==> config.mk <==
export PLATFORM = sky130hd
export DESIGN_NAME = cc_req_arbiter
export DESIGN_NICKNAME = d
export VERILOG_FILES = /design/src/rtl/cc_pkg.sv /design/src/rtl/cc_rr_pick.sv /design/src/rtl/cc_req_arbiter.sv
export SDC_FILE = /design/constraint.sdc
export NUM_CORES = 1
export LEC_CHECK = 0
export CORE_MARGIN = 2
export CORE_UTILIZATION = 50
export DETAILED_ROUTE_END_ITERATION = 8
export GPL_TIMING_DRIVEN = 0
export PLACE_DENSITY = 0.72
export SYNTH_ARGS = -nofsm -noshare
export SYNTH_HDL_FRONTEND = slang
export SYNTH_HIERARCHICAL = 1
export SYNTH_SLANG_ARGS = --single-unit
==> constraint.sdc <==
create_clock -name clk -period 5 [get_ports clk]
set_input_delay 0.5 -clock clk [delete_from_list [all_inputs] [get_ports clk]]
set_output_delay 0.5 -clock clk [all_outputs]
set_load 0.005 [all_outputs]
==> src/rtl/cc_pkg.sv <==
// Shared definitions for the cc request arbiter slice: FSM encoding,
// decode-order channel indices and default sizing.
package cc_pkg;

  localparam int N_REQ_DEF    = 8;
  localparam int HOLD_MAX_DEF = 15;

  // Channel index of each decode enable strobe in the request vector
  localparam int CH_PI0 = 0;
  localparam int CH_PJ0 = 1;
  localparam int CH_PK0 = 2;
  localparam int CH_PL0 = 3;
  localparam int CH_PM0 = 4;
  localparam int CH_PN0 = 5;
  localparam int CH_PO0 = 6;
  localparam int CH_PP0 = 7;

  typedef enum logic [1:0] {
    ST_IDLE  = 2'd0,
    ST_GRANT = 2'd1,
    ST_GAP   = 2'd2
  } cc_state_e;

endpackage

==> src/rtl/cc_rr_pick.sv <==
// Round-robin picker: first set bit of pending at or after rr_ptr,
// wrapping modulo N_REQ. Purely combinational.
module cc_rr_pick #(
  parameter int N_REQ = 8,
  parameter int IDX_W = 3
) (
  input  logic [N_REQ-1:0] pending,
  input  logic [IDX_W-1:0] rr_ptr,
  output logic             found,
  output logic [IDX_W-1:0] idx
);

  logic [IDX_W:0] pos;

  // Scan offsets 0..N_REQ-1 from rr_ptr; the first hit wins
  always_comb begin
    found = 1'b0;
    idx   = '0;
    pos   = '0;
    for (int i = 0; i < N_REQ; i++) begin
      pos = {1'b0, rr_ptr} + (IDX_W+1)'(i);
      if (pos >= (IDX_W+1)'(N_REQ)) pos = pos - (IDX_W+1)'(N_REQ);
      if (!found && pending[pos[IDX_W-1:0]]) begin
        found = 1'b1;
        idx   = pos[IDX_W-1:0];
      end
    end
  end

endmodule

==> src/rtl/cc_req_arbiter.sv <==
// Captures decode enable strobes into a pending register and issues one
// registered round-robin grant at a time, closed by ack or by timeout.
module cc_req_arbiter
  import cc_pkg::*;
#(
  parameter int N_REQ    = N_REQ_DEF,
  parameter int IDX_W    = 3,
  parameter int HOLD_MAX = HOLD_MAX_DEF
) (
  input  logic             clk,
  input  logic             rst,
  input  logic             req_valid,
  input  logic [N_REQ-1:0] req_vec,
  output logic             req_ready,
  output logic             gnt_valid,
  output logic [IDX_W-1:0] gnt_idx,
  output logic [N_REQ-1:0] gnt_onehot,
  input  logic             gnt_ack,
  output logic [N_REQ-1:0] pending,
  output logic             timeout_err,
  input  logic             err_clr,
  output logic             busy
);

  cc_state_e        state;
  logic [IDX_W-1:0] rr_ptr;
  logic [7:0]       hold_cnt;

  logic             pick_found;
  logic [IDX_W-1:0] pick_idx;
  logic             in_grant;
  logic             hold_hit;
  logic             release_gnt;
  logic             timeout;
  logic             accepted;
  logic [N_REQ-1:0] clr_mask;
  logic [N_REQ-1:0] pend_next;
  logic [IDX_W-1:0] nxt_ptr;

  cc_rr_pick #(.N_REQ(N_REQ), .IDX_W(IDX_W)) u_pick (
    .pending (pending),
    .rr_ptr  (rr_ptr),
    .found   (pick_found),
    .idx     (pick_idx)
  );

  assign req_ready = (pending != {N_REQ{1'b1}});
  assign busy      = (state != ST_IDLE) || (pending != '0);
  assign accepted  = req_valid & req_ready;

  // Grant close-out: ack ends it, otherwise the hold limit forces it
  always_comb begin
    in_grant    = (state == ST_GRANT);
    hold_hit    = (hold_cnt == 8'(HOLD_MAX-1));
    release_gnt = in_grant & (gnt_ack | hold_hit);
    timeout     = in_grant & ~gnt_ack & hold_hit;
    clr_mask    = release_gnt ? ({{(N_REQ-1){1'b0}}, 1'b1} << gnt_idx) : '0;
    nxt_ptr     = (gnt_idx == IDX_W'(N_REQ-1)) ? '0 : gnt_idx + IDX_W'(1);
    // set term last so a fresh request for the closing channel survives
    pend_next   = (pending & ~clr_mask) | (accepted ? req_vec : '0);
  end

  // Pending register, grant FSM and sticky timeout flag
  always_ff @(posedge clk) begin
    if (rst) begin
      state       <= ST_IDLE;
      pending     <= '0;
      rr_ptr      <= '0;
      hold_cnt    <= '0;
      gnt_valid   <= 1'b0;
      gnt_idx     <= '0;
      gnt_onehot  <= '0;
      timeout_err <= 1'b0;
    end else begin
      pending <= pend_next;
      case (state)
        ST_IDLE: begin
          if (pick_found) begin
            gnt_idx    <= pick_idx;
            gnt_onehot <= {{(N_REQ-1){1'b0}}, 1'b1} << pick_idx;
            gnt_valid  <= 1'b1;
            hold_cnt   <= '0;
            state      <= ST_GRANT;
          end
        end
        ST_GRANT: begin
          if (release_gnt) begin
            gnt_valid  <= 1'b0;
            gnt_onehot <= '0;
            rr_ptr     <= nxt_ptr;
            state      <= ST_GAP;
          end else begin
            hold_cnt <= hold_cnt + 8'd1;
          end
        end
        ST_GAP:  state <= ST_IDLE;
        default: state <= ST_IDLE;
      endcase
      if (timeout)      timeout_err <= 1'b1;
      else if (err_clr) timeout_err <= 1'b0;
    end
  end

endmodule

# Yosys cells after proc, flatten, opt, wreduce, memory -nomap -nowiden
# Cells that the tools add are included.
# word_totals
regBits,34
input_bits,13
wordCells,141
# classes
addsub,17
n_lt_le_gt_ge,16
n_eq_ne,7
shifts,2
mux,57
n_bitwise,9
n_reduce_logical,25
# op_table
cell,n
2-to-1 mux 3 bit,17
2-to-1 mux 8 bit,6
"less-than comparator 3 x 4 -> 1 bit, second input constant",8
case mux 8 bit (2 select lines),2
">= comparator 4 bit, second input constant",7
binary-select mux 1 bit (select 3 bit),8
"subtractor 3 x 1 -> 3 bit, second input constant",8
2-to-1 mux 1 bit,20
"adder 3 x 3 -> 4 bit, second input constant",4
"<< shifter 1 x 3 -> 8 bit, first input constant",2
"adder 3 x 2 -> 4 bit, second input constant",2
"adder 8 x 1 -> 8 bit, second input constant",1
AND 8 bit,1
"equality test 8 x 4 -> 1 bit, second input constant",1
"inequality test 8 bit, second input constant",1
NOT 8 bit,1
OR 8 bit,1
nonzero test 8 bit,1
logical AND 1 bit,7
logical NOT 1 bit,7
AND reduction 2 bit,3
AND reduction 3 bit,2
nonzero test 2 bit,3
"adder 3 x 1 -> 4 bit, second input constant",1
other kinds (14),19

# Longest topological paths before layout
# logic_depth
ltp_word,29
ltp_mapped,15
depth_no_buf,12

# By module
# Netlist, hierarchy kept.
# by_module_without_submodules
mod,n_inst,cells_per_inst,area_per_inst_um2,seq_area_each_um2
cc_req_arbiter,1,227,1958.1,680.7
cc_rr_pick,1,100,813.3,0.0

# Worst setup path after synthesis
# Ideal clock, no wire load.
# synth_path
path_type,reg-to-reg
from,register rr_ptr[0]
to,register gnt_onehot[4]
setup_time_ps,70
arrival_ps,3885
setup_slack_ps,1045
stages_incl_launch_ff,16
path_buffers,4
synth_period_minus_slack_ps,3955
cell_sequence,dfxtp_1 buf_4 inv_1 ha_1 buf_6 mux4_2 mux2i_1 nand2_1 or4b_4 nor2_2 nand3_1 or3b_2 clkbuf_1 clkbuf_1 a32oi_1 a21oi_1
# synth_between
elab_cells_between_ends,82
cone_classes,add/sub: 15; order compare: 8; eq/ne: 1; shift: 1; mux: 42; reduce/logical: 15
# synth_lines
element,line_no,text
"start, declared",cc_req_arbiter.sv:26,logic [IDX_W-1:0] rr_ptr;
"start signal, assigned",cc_req_arbiter.sv:90,rr_ptr <= nxt_ptr;
branches (longest 25 deep; another with adder 3 x 1 -> 4 bit),--,
2-to-1 mux 1 bit *,cc_rr_pick.sv:23,if (!found && pending[pos[IDX_W-1:0]]) begin
net pick_found,cc_req_arbiter.sv:29,logic pick_found;
inequality test 2 bit (no source line) *,--,
AND reduction 3 bit (no source line) *,--,
"end signal, assigned",cc_req_arbiter.sv:80,"gnt_onehot <= {{(N_REQ-1){1'b0}}, 1'b1} << pick_idx;"
"end, declared",cc_req_arbiter.sv:17,"output logic [N_REQ-1:0] gnt_onehot,"
# Mark *: on every way through the listed nets, which the timed path passes. The select of a mux whose other input is x is not followed.
# A chain may end at the register's enable or synchronous reset.

# Worst setup path in the final report
# layout_path
from,register rr_ptr[0]
to,register gnt_onehot[5]
# layout_between
elab_chain_len,29
elab_cells_between_ends,82
cone_classes,add/sub: 15; order compare: 8; eq/ne: 1; shift: 1; mux: 42; reduce/logical: 15
# layout_rtl
element,line_no,text
branches (longest 25 deep; another with adder 3 x 1 -> 4 bit),--,
2-to-1 mux 3 bit *,cc_rr_pick.sv:23,
net pick_idx[2],cc_req_arbiter.sv:30,logic [IDX_W-1:0] pick_idx;
<< shifter 1 x 3 -> 8 bit *,cc_req_arbiter.sv:80,
2-to-1 mux 8 bit *,cc_req_arbiter.sv:78,if (pick_found) begin
case mux 8 bit (2 select lines) *,cc_req_arbiter.sv:76,case (state)
# Marked as above.

==> reports/results.txt <==
worst hold slack: 0.521 ns
CTS Buf Count: 5
Overflow after GRT: 0
final clock skew: 0.00746 ns
hold_buf cts: 0
CTS tree: done
Clock transition at path regs: 0.07 ns
Tightest Pin Transition: 1.06 ns
final setup margin: 0.341 ns
mapped cell area: 2770 sq um
crit path max fanout: 10
dpl ws: 0.246 ns
WHS Path Cells: 2
most common cell in the netlist: dfxtp_1
largest net degree at the start of global routing: 11
H-tree Lvls: 2
P_leak: 1.13 nW
Post-synth EDFFs: 0
Synth top area share: 24.6%
Cell variety after synth: 63
area grow syn2layout: 19.3%
Setup TNS: 0 ns
maximum vdd drop: 0.000308 V
clk_lat worst skew: 0.29 ns
Post-synth ARST share: 0%
DRT antenna net count: 0
1st-iter DRT viols: 204
DIE HEIGHT: 78.5 um
Max Clock Freq: 215 MHz
final WL: 7.83 mm
top cell types by occurrence after synthesis: dfxtp_1 (34), a21oi_1 (20), nand2_1 (20)
post-layout min period: 4.66 ns
final setup vio count: 0
routed len/inst: 17.7 um
Sink Count: 34
detailed-placement wirelength estimate: 5.52 mm
Synth Flop Type: dfxtp_1
worst endpoint required time: 5.22 ns
RSZ-0062 raised after global routing: no
starting density of the core: 51.0%
# rows: 27
GRT Resource Usage Total: 26.2%
vias per inst: 6.50
Arr. time, crit path: 4.88 ns
post-synth net total: 350
largest cells by area after synthesis: dfxtp_1 (25%), mux2i_1 (5.8%), mux4_2 (4.9%)
die area: 6150 sq um
max-slew violation count: 0
ant diodes: 0
syn avg cell area: 8.48 sq um
CP endpoint kind: register
nets@finish: 392
Port Buffers: 35
period utilisation layout: 93.2%
number of synthesized register bits: 34
Synth Warn #: 6
Hold Vio Cnt, Final: 0
I/O pin total: 36
total number of vias: 2,874
Fill cells: 498
slew margin rel.: 28.4%
maximum root-to-sink buffer count: 2
Core Region: 5440 sq um
initial antenna violation count: 0
PwrDens: 441 nW/um^2
Cells after Synth: 327
max cap viols: 0
outcome: completed
post-synthesis sequential area ratio: 24.6%
Die Width: 78.5 um
Clock Tree Root: clkbuf_8
critical path type: register to register
Placer Congestion: 0.885
drt drc: 0
nature of the critical path startpoint: register
worst hold path type: register to register
vias in the first global route: 2,596
first-pass GRT wire length: 13.1 mm
R2R depth: 14
Synth area leader: dfxtp_1
fraction of layout cells with a size suffix above 1: 10.5%
DR pass1 iterations: 5
[path summary, 6_finish.rpt]
kind	startpoint	to	slack, ns
worst max-delay path	rr_ptr[0]	gnt_onehot[5]	0.34
worst min-delay path	hold_cnt[4]	hold_cnt[4]	0.52
worst max register to register	rr_ptr[0]	gnt_onehot[5]	0.34
worst min register to register	hold_cnt[4]	hold_cnt[4]	0.52
[repair_timing]
item | CTS | global route
gates resized for setup | 0 | 4
buffers inserted | 0 | 0
endpoints found under the setup margin | 0 | 6
[state kept, by name (all words and copies together), names as in the netlist]
name	flops
pending	8
timeout_err	1
state	2
gnt_idx	3
hold_cnt	8
gnt_valid	1
gnt_onehot	8
rr_ptr	3
[per-stage QoR]
stage               total power [mW]  cells  cell area, sq um  util, %
floorplan                      0.986    327              2770        -
global placement                1.22    434              3210     59.1
detailed placement              1.23    434              3210     59.1
CTS                             1.44    442              3300     60.7
global route                    1.56    442              3310     60.8
finish                          1.46    442              3310     60.8
[final cells by class]
cell class              count  area, sq um  share of cell area, %
flip-flops and latches     34          681                   20.6
plain buffers              25          119                   3.60
repair buffers             35          350                   10.6
clock inverters             1         5.00                  0.151
multi-input cells         256         1930                   58.4
inverters                  12         45.0                   1.36
clock buffers               7         86.3                   2.61
well taps                  72         90.1                   2.73
[power by group]
part | total [mW] | leakage [nW] | switching [mW] | internal (mW)
Combinational | 0.870 | 0.802 | 0.488 | 0.383
Sequential | 0.372 | 0.278 | 0.0556 | 0.316
Clock | 0.216 | 0.0482 | 0.105 | 0.111
[kinds of logic (layout without fill, tap and decap cells)]
| group | count (synthesis) | count (layout) | share of synthesized area (%) |
|---|---|---|---|
| AND/OR/NAND/NOR | 132 | 132 | 27.7 |
| AO/OA/AOI/OAI | 78 | 78 | 21.1 |
| buffers and inverters | 37 | 80 | 5.82 |
| flip-flops | 34 | 34 | 24.6 |
| multiplexers | 32 | 32 | 15.1 |
| adder cells (fa/ha/maj) | 10 | 10 | 4.51 |
| XOR/XNOR | 4 | 4 | 1.26 |
[placed cells by master, fill, tap and decap left out, drive strengths merged, types with 6 or more instances in the layout]
cell / instances
nor3: 9
nand3: 15
ha: 10
nor2: 19
nor2b: 12
inv: 11
buf: 7
or3: 6
nor4: 10
o2111ai: 11
mux2: 9
a21oi: 20
nand4: 12
a32oi: 9
dfxtp: 34
clkdlybuf4s50: 35
mux4: 6
clkbuf: 25
nand2: 20
mux2i: 17
[per-layer routing]
| metal | global-route usage (%) | vias up | share of wire [%] |
|---|---|---|---|
| met4 | 6.49 | 0 | 0.70 |
| met3 | 4.60 | 7 | 6.4 |
| met2 | 40.7 | 120 | 45 |
| met5 | 0 | - | 0 |
| met1 | 37.5 | 1372 | 48 |
| li1 | - | 1375 | - |
[worst max-delay path, cell delays in order, from the launching register on]
cell      delay [ns]
dfxtp_1         0.39
buf_4           0.21
inv_1           0.21
ha_1            0.43
buf_6           0.18
mux4_2          0.57
mux2i_1         0.27
nand2_1         0.15
or4b_4          0.60
nor2_2          0.14
nand3_1         0.09
o221ai_1        0.11
nor4bb_1        0.94
a32oi_1         0.10
a21oi_1         0.19
Note: power is estimated with default switching activity, not from simulation.
